**src/rtl/tradeoff_feeder.sv**
```systemverilog
// ---------------------------------------------------------------------------
// tradeoff_feeder
//
// Upstream sequencer for the tradeoff search core. Operands are buffered in a
// small FIFO and handed to the core one at a time. core_w is held stable for
// the whole search. The core's found flag is ignored for a settle window after
// each new operand. N is captured on the first WAIT cycle that found is high,
// or a timeout result is forced. Results go out on a valid/ready port and are
// counted: total results, and results whose N mismatched or timed out.
//
// Ports
//   clk, rst      single clock; asynchronous active-high reset
//   in_w/in_valid/in_ready         operand push port (ready = FIFO not full)
//   core_w                         registered operand driven to the core
//   core_found/core_n              core result level and value
//   res_w/res_n/res_err/res_timeout/res_valid/res_ready
//                                  result port, fields held while valid
//   total_cnt/err_cnt              saturating 16-bit result counters
//   busy                           sequencer not idle
// ---------------------------------------------------------------------------
module tradeoff_feeder #(
  parameter int W_BITS   = 25,
  parameter int N_BITS   = 13,
  parameter int DEPTH    = 4,
  parameter int SETTLE   = 2,
  parameter int TIMEOUT  = 8192,
  parameter int EXPECT_N = 4095
) (
  input  logic              clk,
  input  logic              rst,
  input  logic [W_BITS-1:0] in_w,
  input  logic              in_valid,
  output logic              in_ready,
  output logic [W_BITS-1:0] core_w,
  input  logic              core_found,
  input  logic [N_BITS-1:0] core_n,
  output logic [W_BITS-1:0] res_w,
  output logic [N_BITS-1:0] res_n,
  output logic              res_err,
  output logic              res_timeout,
  output logic              res_valid,
  input  logic              res_ready,
  output logic [15:0]       total_cnt,
  output logic [15:0]       err_cnt,
  output logic              busy
);

  localparam int AW = (DEPTH > 1)   ? $clog2(DEPTH)   : 1;
  localparam int CW = $clog2(DEPTH + 1);
  localparam int SW = (SETTLE > 1)  ? $clog2(SETTLE)  : 1;
  localparam int TW = (TIMEOUT > 1) ? $clog2(TIMEOUT) : 1;

  localparam logic [CW-1:0]     FULL_CNT  = CW'(DEPTH);
  localparam logic [SW-1:0]     SETTLE_LD = SW'(SETTLE - 1);
  localparam logic [TW-1:0]     TO_LAST   = TW'(TIMEOUT - 1);
  localparam logic [N_BITS-1:0] EXP_N     = N_BITS'(EXPECT_N);

  typedef enum logic [1:0] {S_IDLE, S_SETTLE, S_WAIT, S_OUT} state_t;

  state_t state, state_d;

  // ------------------------------------------------------------------ FIFO
  logic [W_BITS-1:0] mem [DEPTH];
  logic [AW-1:0]     wr_ptr, rd_ptr;
  logic [CW-1:0]     count;
  logic              push, pop;

  assign in_ready = (count != FULL_CNT);
  assign push     = in_valid & in_ready;

  // Storage carries no reset: entries are only read once count says valid.
  always_ff @(posedge clk) begin
    if (push) mem[wr_ptr] <= in_w;
  end

  // DEPTH is a power of two, so the pointers wrap by natural overflow.
  always_ff @(posedge clk or posedge rst) begin
    if (rst) begin
      wr_ptr <= '0;
      rd_ptr <= '0;
      count  <= '0;
    end else begin
      if (push) wr_ptr <= wr_ptr + AW'(1);
      if (pop)  rd_ptr <= rd_ptr + AW'(1);
      unique case ({push, pop})
        2'b10:   count <= count + CW'(1);
        2'b01:   count <= count - CW'(1);
        default: count <= count;
      endcase
    end
  end

  // ------------------------------------------------------------ FSM state
  logic [SW-1:0] settle_cnt;
  logic [TW-1:0] to_cnt;
  logic          to_hit;

  assign to_hit = (to_cnt == TO_LAST);

  always_ff @(posedge clk or posedge rst) begin
    if (rst) state <= S_IDLE;
    else     state <= state_d;
  end

  always_comb begin
    state_d = state;
    unique case (state)
      S_IDLE:   if (count != '0)          state_d = S_SETTLE;
      S_SETTLE: if (settle_cnt == '0)     state_d = S_WAIT;
      S_WAIT:   if (core_found || to_hit) state_d = S_OUT;
      S_OUT:    if (res_ready)            state_d = S_IDLE;
      default:                            state_d = S_IDLE;
    endcase
  end

  // ---------------------------------------------------------- FSM outputs
  logic cap;       // leaving WAIT with a result this edge
  logic cap_err;   // error flag of the result being captured

  always_comb begin
    pop       = 1'b0;
    cap       = 1'b0;
    res_valid = 1'b0;
    busy      = 1'b1;
    unique case (state)
      S_IDLE: begin
        busy = 1'b0;
        pop  = (count != '0);
      end
      S_WAIT:  cap       = core_found | to_hit;
      S_OUT:   res_valid = 1'b1;
      default: ;
    endcase
    // A found result wins over a timeout landing on the same cycle.
    cap_err = core_found ? (core_n != EXP_N) : 1'b1;
  end

  // -------------------------------------------------------------- datapath
  always_ff @(posedge clk or posedge rst) begin
    if (rst) begin
      core_w      <= '0;
      settle_cnt  <= '0;
      to_cnt      <= '0;
      res_w       <= '0;
      res_n       <= '0;
      res_err     <= 1'b0;
      res_timeout <= 1'b0;
      total_cnt   <= '0;
      err_cnt     <= '0;
    end else begin
      // core_w only moves on the IDLE->SETTLE edge, so it is stable for the
      // full settle + wait window the core is searching.
      if (pop) begin
        core_w     <= mem[rd_ptr];
        settle_cnt <= SETTLE_LD;
        to_cnt     <= '0;
      end

      if (state == S_SETTLE && settle_cnt != '0)
        settle_cnt <= settle_cnt - SW'(1);

      if (state == S_WAIT && !cap)
        to_cnt <= to_cnt + TW'(1);

      if (cap) begin
        res_w       <= core_w;
        res_n       <= core_found ? core_n : '0;
        res_timeout <= ~core_found;
        res_err     <= cap_err;
        if (total_cnt != 16'hFFFF)
          total_cnt <= total_cnt + 16'd1;
        if (cap_err && err_cnt != 16'hFFFF)
          err_cnt <= err_cnt + 16'd1;
      end
    end
  end

endmodule
```
**config.mk**
```make
export PLATFORM = sky130hd
export DESIGN_NAME = tradeoff_feeder
export DESIGN_NICKNAME = d
export VERILOG_FILES = /design/src/rtl/tradeoff_feeder.sv
export SDC_FILE = /design/constraint.sdc
export NUM_CORES = 1
export LEC_CHECK = 0
export ABC_AREA = 1
export BUFFER_PORTS_ARGS = -buffer_cell sky130_fd_sc_hd__buf_2
export CAP_MARGIN = 20
export CORE_MARGIN = 2
export CORE_UTILIZATION = 40
export CTS_BUF_LIST = sky130_fd_sc_hd__clkbuf_4
export DETAILED_ROUTE_END_ITERATION = 7
export GPL_TIMING_DRIVEN = 0
export MAX_ROUTING_LAYER = met4
export PLACE_DENSITY = 0.63
export SYNTH_ARGS = -nofsm -noshare
export SYNTH_HDL_FRONTEND = slang
export SYNTH_SLANG_ARGS = --single-unit
```
**constraint.sdc**
```tcl
create_clock -name clk -period 3.8 [get_ports clk]
set_clock_uncertainty 0.2 [all_clocks]
set_input_delay 0.38 -clock clk [delete_from_list [all_inputs] [get_ports clk]]
set_output_delay 0.38 -clock clk [all_outputs]
set_load 0.05 [all_outputs]
```
==> results of run 1 <==
-- logic make-up after synthesis --
logic type / Yosys count
AND/OR/NAND/NOR: 411
flip-flops: 220
AO/OA/AOI/OAI: 122
buffers and inverters: 113
XOR/XNOR: 30
multiplexers: 25
adder cells (fa/ha/maj): 14
-- state kept, by name (all words and copies together) (netlist names) --
register	flops
res_n	13
rd_ptr	2
state	2
to_cnt	13
res_w	25
settle_cnt	1
count	3
wr_ptr	2
mem	100
err_cnt	16
res_timeout	1
res_err	1
core_w	25
total_cnt	16
-- worst max-delay path, stage by stage (launching register included) --
cell,delay (ns)
dfrtp_1,0.40
inv_1,0.13
ha_1,0.19
nand2_1,0.13
clkinv_1,0.15
clkbuf_1,0.43
ha_1,0.24
inv_1,0.06
fa_1,0.37
a21oi_1,0.14
o21ai_0,0.11
xor2_1,0.15
-- area by class of cell --
class / count / area, um2 / area share, %
well taps: 319 / 399.1 / 3.335
clock inverters: 21 / 90.09 / 0.7528
multi-input cells: 602 / 3094 / 25.86
plain buffers: 37 / 197.7 / 1.652
flip-flops and latches: 220 / 6006 / 50.19
clock buffers: 90 / 675.6 / 5.646
inverters: 76 / 290.3 / 2.426
repair buffers: 189 / 1214 / 10.14
-- repair_timing --
| action | CTS | global route |
|---|---|---|
| setup buffers | 0 | 0 |
| hold endpoints to repair | 236 | 0 |
| hold buffers | 45 | 0 |
| endpoints found under the setup margin | 0 | 0 |
| resized for setup | 0 | 0 |
-- worst max-delay path by stage --
stage                     startpoint         to  slack, ns  depth (start not counted)
final                       state[0]   count[2]       0.99                         11
after global routing        state[1]   count[2]       0.75                         11
after detailed placement    state[0]   count[2]       0.99                         11
after CTS                   state[0]   count[2]       0.98                         11
after floorplan                  rst  core_w[0]       0.03                          1
after global placement           rst  core_w[4]      -1.47                          2
-- placed cells by master (no fill, tap or decap), drive strengths merged, types with 45 or more instances in the layout --
master,synthesis,layout
buf,16,160
clkbuf,21,111
dfrtp,120,120
dlygate4sd3,0,45
edfxtp,100,100
inv,73,73
nand2,250,250
nand3,70,70
nor2,77,77
o21ai,91,91
-- power groups by stage --
| stage | clock network (mW) | registers, mW | logic [mW] |
|---|---|---|---|
| final | 2.04 | 3.47 | 3.86 |
| after global routing | 2.26 | 3.53 | 4.24 |
| after CTS | 2.11 | 3.47 | 3.91 |
| after detailed placement | 0 | 3.51 | 3.86 |
| after global placement | 0 | 3.51 | 3.76 |
| after floorplan | 0 | 4.65 | 1.59 |
-- through the flow --
| stage | worst slack (ns) | instances | hold slack [ns] | power, mW |
|---|---|---|---|---|
| after detailed placement | 0.9935 | 1398 | 0.1446 | 7.373 |
| after global routing | 0.7499 | 1554 | 0.1205 | 10.03 |
| after CTS | 0.9828 | 1554 | 0.05661 | 9.497 |
| after floorplan | 0.03418 | 935 | 0.2465 | 6.233 |
| final | 0.9876 | 1554 | 0.1323 | 9.366 |
| after global placement | -1.468 | 1395 | 0.2486 | 7.275 |
-- per-layer routing --
metal  global-route usage, %  up-vias  wire length, um
met1                   23.11     3480             9912
li1                        -     3656                -
met5                       -        -                0
met3                   4.709       36             1373
met2                   30.88      198            11020
met4                   5.706        0              402
==> key figures, run 1 <==
Outcome
  • Status: finished clean

Route
  • Antenna viol nets, final: 0
  • DRT Pass-1 Iters: 5
  • DRC viols: 0
  • Via count: 7370
  • 1st-iter DRT viols: 567
  • Routed WL: 22.71 mm
  • Post-DR wirelength/cell: 14.61 um
  • Vias per cell: 4.743

Clocking
  • Clock root cell: clkbuf_4
  • CTS tree: built
  • Clk buf depth: 3
  • H-tree levels: 2
  • TritonCTS buffer count: between 50 and 60
  • Clk_lat worst skew: roughly 0.67 ns
  • Clock Sinks: 220
  • CTS clk-pin slew, worst paths: 0.07 ns

Global routing
  • Initial antenna violation count: 0
  • Gr usage total: 18.83%
  • Number of global-route vias before repair: 7047
  • Gr ovfl total: 0
  • Largest net degree at the start of global routing: 99
  • First-pass GRT wire length: approximately 36 mm

Timing
  • Setup_tns: 0 ns
  • Final setup fails: 0
  • Hold Fails Final Rpt: 0
  • Tcrit/Tclk final: 74.01%
  • Rel. slew slack: 45.41%
  • Slew Limit Fails: 0
  • Measured slew at the worst slew-check pin: just over 0.8 ns
  • Post-layout minimum cycle time: between 2 and 3 ns
  • Achievable Freq: 355.6 MHz
  • RSZ-0062 raised after global routing: no

Cells and area
  • Share of layout cells above drive strength 1: between 20% and 30%
  • Antenna cells: 0
  • Post-route cell area: approximately 12000 um2
  • Area Overhead vs Synth: 25.13%
  • Final net count: ~1.2k
  • Fin util: between 50% and 60%
  • Number of fill cells: about 2.2k

Logic synthesis
  • Flops & latches, synth: between 200 and 250
  • Compound-Gate Fraction of Synth Area: 6.869%
  • Number of enable flip-flop cells after synthesis: 100
  • Top-area cell type share of the netlist area: 31.40%
  • Top cells by area, synth: dfrtp_1 (31%), edfxtp_1 (31%), nand2_1 (9.6%)
  • Synth Area in Adders: 1.910%
  • Synth Instances: roughly 940
  • Main synth FF type: dfrtp_1
  • Synthesized area: between 9000 and 10000 um2
  • Leading area contributor after synthesis: dfrtp_1
  • Most frequent cell after synthesis: nand2_1
  • Post-synthesis mux area share: 2.617%
  • Top post-synthesis cells by count: nand2_1 (245), dfrtp_1 (120), edfxtp_1 (100), o21ai_0 (75), nor2_1 (74)
  • Largest family of logic cells by synthesized area: simple AND/OR/NAND/NOR gates
  • Post-synthesis simple-gate area fraction: 18.00%
  • Post-Syn Area per Cell: 10.23 um2
  • Synth cell types: 34
  • Syn_nets: 992
  • Synth warnings: 0
  • Async SR Flop Fraction: 54.55%
  • Xor/xnor share of the synthesized area: 2.748%
  • Register area share after synthesis: 62.80%

Critical path
  • Arrival time worst endpoint: between 3 and 4 ns
  • CP startpoint kind: flip-flop
  • Worst r2r path cells: 11
  • Worst R2R Start: state[0]
  • Nature of the critical path endpoint: flip-flop
  • CP max FO: 10
  • Critical path class: flip-flop to flip-flop
  • Critical Path RT: 4.13 ns
  • Reg-to-Reg End: count[2]
  • R2r setup slk: roughly 0.99 ns

Worst hold path
  • Hold path depth: 4
  • Hold path endpoint: wr_ptr[1]
  • Hold Crit Start: in_valid
  • Hold crit path type: primary input to flip-flop

Floorplan
  • CORE AREA: 23470 um2
  • Die Ht: 158.6 um
  • Die width: 158.6 um
  • Row count: 56
  • IO Pins: roughly 140
  • Die area: 25160 um2
  • Initial Util: 40.74%

Power and ir drop
  • P per Cell Area: between 700 and 800 nW/um2
  • Worst vdd ir: approximately 0.00034 V
  • LEAKAGE: 5.505 nW
  • Flop pwr share: 37.0%
  • Clock power frac: between 20% and 30%
  • Combinational Power Share: about two fifths
  • Sw Pwr: 4.157 mW
  • Cell Int Power: between 5 and 6 mW
  • Net switching fraction of the power: 44.38%

Job
  • Maxcap violations: 0

Placement
  • Dpl cell area: 10750 um2
  • Final HPWL DP: 15.79 mm
  • Placer Congestion: about 0.87
  • Port bufs: between 100 and 150
No activity file was read; power rests on OpenSTA's default activity.
==> run 2: changes to the inputs <==
- clock period: 3.8 -> 2.55 ns (I/O delays scaled with it)
==> key figures, run 2 (synthesized netlist as in run 1, its figures left out) <==
Outcome
  • Status: finished clean

Cells and area
  • Share of layout cells above drive strength 1: 22.69% (+0.18 points)
  • Area Overhead vs Synth: 25.55%
  • Top flop regs: mem: 100 flops, core_w: 25 flops, res_w: 25 flops
  • Final net count: 1244 (+0.16%)
  • Number of flip-flops in the largest register: 100 (unchanged)
  • Non-Filler Instances: 1554 (unchanged)
  • Most common cell after layout, fill and taps aside: nand2_1
  • Most frequent cells in the layout: nand2_1 (245), buf_2 (149), dfrtp_1 (120)
  • Top reg by flops: mem

Clocking
  • H-tree levels: 2 (unchanged)
  • Clk_lat worst skew: 0.69 ns (+0.02 ns)
  • CTS clk-pin slew, worst paths: 0.07 ns (about the same)
  • Setup Buffers After CTS: 0 (unchanged)
  • Clock Sinks: 220 (unchanged)
  • Clock root cell: clkbuf_4
  • Clk buf depth: 3 (unchanged)
  • CTS tree: built
  • TritonCTS buffer count: 59 (unchanged)

Floorplan
  • Die width: 158.6 um (unchanged)
  • CORE AREA: 23470 um2 (unchanged)
  • Initial Util: 40.74% (unchanged)
  • IO Pins: 143 (unchanged)
  • Row count: 56 (unchanged)
  • Die area: 25160 um2 (unchanged)
  • Die Ht: 158.6 um (unchanged)

Critical path
  • Nature of the critical path endpoint: flip-flop
  • CP max FO: 14 (+4)
  • Arrival time worst endpoint: 2.55 ns (-0.59 ns)
  • Setup crit start: count[0]
  • End point of the critical path: mem[3][5]
  • Critical path class: flip-flop to flip-flop
  • Reg-to-Reg End: mem[3][5]
  • CP startpoint kind: flip-flop
  • Critical Path RT: 2.71 ns (-1.42 ns)
  • R2r setup slk: 0.16 ns (-0.82 ns)
  • Worst R2R Start: count[0]
  • Worst r2r path cells: 5 (-6)

Power and ir drop
  • LEAKAGE: 5.520 nW (+0.27%)
  • Net switching fraction of the power: 44.59% (+0.21 points)
  • Clock power frac: 21.6% (-0.2 points)
  • Worst vdd ir: 0.0004915 V (+47%)
  • Combinational Power Share: 41.3% (about the same)
  • Cell Int Power: 7.725 mW (+48%)
  • Sw Pwr: 6.216 mW (+50%)
  • Flop pwr share: 37.1% (about the same)
  • P per Cell Area: 1161 nW/um2 (+48%)

Timing
  • Rel. slew slack: 42.06% (-3.3 points)
  • RSZ-0062 raised after global routing: no
  • Post-layout minimum cycle time: 2.385 ns (-0.4269 ns)
  • Fin Hold WS: 0.1185 ns (-0.01386 ns)
  • Tcrit/Tclk final: 93.55% (+20 points)
  • Slew Limit Fails: 0 (unchanged)
  • Final setup fails: 0 (unchanged)
  • Achievable Freq: 419.2 MHz (+18%)
  • Measured slew at the worst slew-check pin: 0.8682 ns (+0.05119 ns)
  • Hold Fails Final Rpt: 0 (unchanged)

Route
  • Post-DR wirelength/cell: 14.72 um (+0.72%)
  • DRC viols: 0 (unchanged)
  • 1st-iter DRT viols: 566 (-0.18%)
  • Vias per cell: 4.765 (+0.47%)
  • DRT Pass-1 Iters: 5 (unchanged)
  • Routed WL: 22.87 mm (+0.72%)
  • Via count: 7405 (+0.47%)
  • Antenna viol nets, final: 0 (unchanged)

Global routing
  • Gr ovfl total: 0 (unchanged)
  • Number of global-route vias before repair: 7323 (+3.9%)
  • Largest net degree at the start of global routing: 36 (-64%)
  • First-pass GRT wire length: 36.65 mm (+2.2%)
  • Initial antenna violation count: 1 (+1)
  • Gr usage total: 19.17% (+0.34 points)

Worst hold path
  • Hold crit path type: primary input to flip-flop

Job
  • Maxcap violations: 0 (unchanged)

Placement
  • Placed cells: 1400 (+0.14%)
  • Placer Congestion: 0.8551 (-1.5%)
  • Port bufs: 141 (unchanged)
  • Final HPWL DP: 16.07 mm (+1.8%)
[run 2: worst min path at each step]
stage                        start           end  depth (start not counted)
after floorplan            in_w[0]     mem[0][0]                          0
after global placement    res_n[9]      res_n[9]                          2
after detailed placement       rst  total_cnt[6]                          2
after CTS                 in_w[15]    mem[3][15]                          2
after global routing      in_w[15]    mem[0][15]                          2
final                     in_w[15]    mem[3][15]                          2
[run 2: cell type report]
type | count | area, um2
antenna | 1 | 2.502
buffer | 36 | 193.9
clock buffer | 86 | 645.6
clock inverter | 22 | 97.59
fill | 2172 | 11470
inverter | 76 | 294.0
multi-input combinational | 602 | 3099
sequential | 220 | 6006
tap | 319 | 399.1
timing repair buffer | 192 | 1269
[run 2: power by group through the flow]
stage               clock network (mW)  logic (mW)  registers [mW]
global placement                     0        5.61            5.23
finish                            3.01        5.76            5.17
global route                      3.31        6.30            5.27
floorplan                            0        2.37            6.92
CTS                               3.11        5.84            5.17
detailed placement                   0        5.77            5.23
[run 2: timing repair]
action | CTS | global route
endpoints found under the hold margin | 205 | 0
gates cloned | 0 | 0
gates resized for setup | 1 | 2
setup endpoints to repair | 2 | 1
hold buffers | 46 | 0
[run 2: per-stage QoR]
stage          setup WS (ns)  power [mW]  cell area [um2]  util, %  setup TNS, ns
2_1_floorplan       -0.04835       9.295             9572        -         -4.835
3_5_place_dp         -0.2928       11.00            10800    46.01        -0.3488
6_report              0.1645       13.94            12010    51.15              0
3_3_place_gp         -0.7154       10.84            10680    45.49         -94.38
5_1_grt              0.02572       14.89            12010    51.15              0
4_1_cts               0.1169       14.12            12000    51.12              0
[run 2: worst max-delay path, cell delays in order, from the launching register on]
cell,delay (ns)
dfrtp_1,0.37
inv_1,0.10
nand3_2,0.08
nand2_1,0.28
nor2_2,0.78
buf_8,0.25
[run 2: routing by layer]
metal  GRT usage (%)  vias to the layer above  part of all wire (%)
li1                -                     3660                     -
met1           23.48                     3482                    43
met2           32.08                      207                    49
met3           3.647                       56                   5.5
met4           6.392                        0                   2.6
met5               -                        -                     0
==> run 3: changes to the inputs <==
- HOLD_SLACK_MARGIN: default -> 0.05
- PLACE_DENSITY: 0.63 -> 0.6
- clock period: 2.55 -> 2.8 ns (I/O delays scaled with it)
==> key figures, run 3 (synthesized netlist as in run 1, its figures left out) <==
Critical path
  • CP startpoint kind: flip-flop
  • Critical path class: flip-flop to flip-flop
  • Worst r2r path cells: 10 (+5)
  • Setup crit start: state[0]
  • Nature of the critical path endpoint: flip-flop
  • CP max FO: 17 (+3)
  • R2r setup slk: 0.26 ns (+0.09 ns)
  • End point of the critical path: count[2]
  • Worst R2R Start: state[0]
  • Arrival time worst endpoint: 2.86 ns (+0.31 ns)
  • Reg-to-Reg End: count[2]
  • Critical Path RT: 3.12 ns (+0.41 ns)

Power and ir drop
  • LEAKAGE: 5.506 nW (-0.26%)
  • P per Cell Area: 1059 nW/um2 (-8.8%)
  • Worst vdd ir: 0.0004578 V (-6.8%)

Route
  • Antenna viol nets, final: 0 (unchanged)
  • 1st-iter DRT viols: 590 (+4.2%)
  • Routed WL: 22.77 mm (-0.42%)
  • DRT Pass-1 Iters: 5 (unchanged)
  • Via count: 7283 (-1.6%)
  • Vias per cell: 4.696 (-1.5%)
  • DRC viols: 0 (unchanged)
  • Post-DR wirelength/cell: 14.68 um (-0.23%)

Global routing
  • Initial antenna violation count: 1 (unchanged)
  • Number of global-route vias before repair: 7159 (-2.2%)
  • Largest net degree at the start of global routing: 41 (+14%)
  • Met2 Resource Use GR: 30.47% (-1.6 points)
  • GRT busiest layer: met2
  • Met1 Use GR: 23.61% (+0.12 points)
  • GRT met3 Usage: 4.110% (+0.46 points)
  • Gr usage total: 19.01% (-0.16 points)
  • Gr ovfl total: 0 (unchanged)
  • First-pass GRT wire length: 36.11 mm (-1.4%)

Clocking
  • TritonCTS buffer count: 57 (-3.4%)
  • CTS clk-pin slew, worst paths: 0.07 ns (about the same)
  • Clock root cell: clkbuf_4
  • Clk_lat worst skew: 0.67 ns (-0.02 ns)
  • Setup Buffers After CTS: 0 (unchanged)
  • Clk buf depth: 3 (unchanged)
  • H-tree levels: 2 (unchanged)
  • CTS tree: built
  • Clock Sinks: 220 (unchanged)

Cells and area
  • Share of layout cells above drive strength 1: 22.76% (+0.074 points)
  • Non-Filler Instances: 1551 (-0.19%)
  • Top reg by flops: mem
  • Number of flip-flops in the largest register: 100 (unchanged)
  • Most frequent cells in the layout: nand2_1 (245), buf_2 (149), dfrtp_1 (120)
  • Top flop regs: mem: 100 flops, core_w: 25 flops, res_w: 25 flops
  • Area Overhead vs Synth: 25.29%
  • Final net count: 1241 (-0.24%)
  • Most common cell after layout, fill and taps aside: nand2_1

Placement
  • Worst slack at placement: -0.003725 ns (+0.2891 ns)
  • Placed cells: 1399 (-0.071%)
  • Placer Congestion: 0.8447 (-1.2%)
  • Port bufs: 141 (unchanged)
  • Final HPWL DP: 15.55 mm (-3.2%)

Timing
  • Achievable Freq: 393.5 MHz (-6.1%)
  • Final setup fails: 0 (unchanged)
  • Fin Hold WS: 0.1519 ns (+0.03341 ns)
  • Measured slew at the worst slew-check pin: 0.8561 ns (-0.01204 ns)
  • Rel. slew slack: 42.79% (+0.73 points)
  • Tcrit/Tclk final: 90.75% (-2.8 points)
  • RSZ-0062 raised after global routing: no
  • Slew Limit Fails: 0 (unchanged)
  • Post-route worst setup slack: 0.2589 ns (+0.09434 ns)
  • Hold Fails Final Rpt: 0 (unchanged)
  • Setup_tns: 0 ns (unchanged)
  • Post-layout minimum cycle time: 2.541 ns (+0.1557 ns)

Outcome
  • Status: finished clean

Worst hold path
  • Hold crit path type: primary input to flip-flop

Floorplan
  • Die area: 25160 um2 (unchanged)
  • IO Pins: 143 (unchanged)
  • Die Ht: 158.6 um (unchanged)
  • Row count: 56 (unchanged)
  • Die width: 158.6 um (unchanged)
  • Initial Util: 40.74% (unchanged)
  • CORE AREA: 23470 um2 (unchanged)

Job
  • Maxcap violations: 0 (unchanged)
## run 3: metrics by stage
stage	power [mW]	utilization (%)	cell area (um2)
6_report	12.69	51.04	11980
5_1_grt	13.56	51.04	11980
4_1_cts	12.86	51.01	11970
3_5_place_dp	9.988	45.89	10770
3_3_place_gp	9.895	45.46	10670
2_1_floorplan	8.459	-	9567
## run 3: layout make-up
class,count,area [um2]
Antenna cell,2,5.005
Buffer,36,193.9
Clock buffer,90,675.6
Clock inverter,15,68.82
Fill cell,2175,11490
Inverter,76,292.8
Multi-Input combinational cell,602,3099
Sequential cell,220,6006
Tap cell,319,399.1
Timing Repair Buffer,191,1241
## run 3: routing by layer
| layer | wire, um | vias to the layer above | part of all wire (%) |
|---|---|---|---|
| met2 | 10820 | 206 | 48 |
| met3 | 1319 | 54 | 5.8 |
| met4 | 582 | 0 | 2.6 |
| met1 | 10050 | 3380 | 44 |
| met5 | 0 | - | 0 |
| li1 | - | 3643 | - |
## run 3: what timing repair did
| action | in CTS | in global routing |
|---|---|---|
| hold buffers | 46 | 0 |
| endpoints found under the hold margin | 229 | 0 |
| gates resized for setup | 0 | 1 |
| endpoints found under the setup margin | 1 | 2 |
## run 3: power by group
group | internal [mW] | leakage [nW] | switching (mW) | total, mW
Combinational | 1.32 | 2.59 | 3.90 | 5.23
Clock | 1.46 | 0.448 | 1.29 | 2.75
Sequential | 4.27 | 2.47 | 0.437 | 4.71
## run 3: worst max-delay path: stages, from the launching register on
cell and delay [ns]:
dfrtp_1 0.40, inv_1 0.13, ha_1 0.19, nand2_1 0.16, clkinvlp_4 0.28, ha_1 0.19
inv_1 0.06, fa_1 0.37, a21oi_1 0.16, o21ai_0 0.11, xor2_1 0.15
## run 3: worst min path at each step
stage	from	endpoint	slack, ns	cells after the start
after floorplan	in_w[0]	mem[0][0]	0.18	0
after global placement	res_n[11]	res_n[11]	0.25	2
after detailed placement	rst	total_cnt[13]	0.15	2
after CTS	in_w[8]	mem[2][8]	0.08	2
after global routing	in_w[15]	mem[3][15]	0.11	2
final	in_w[12]	mem[1][12]	0.15	2
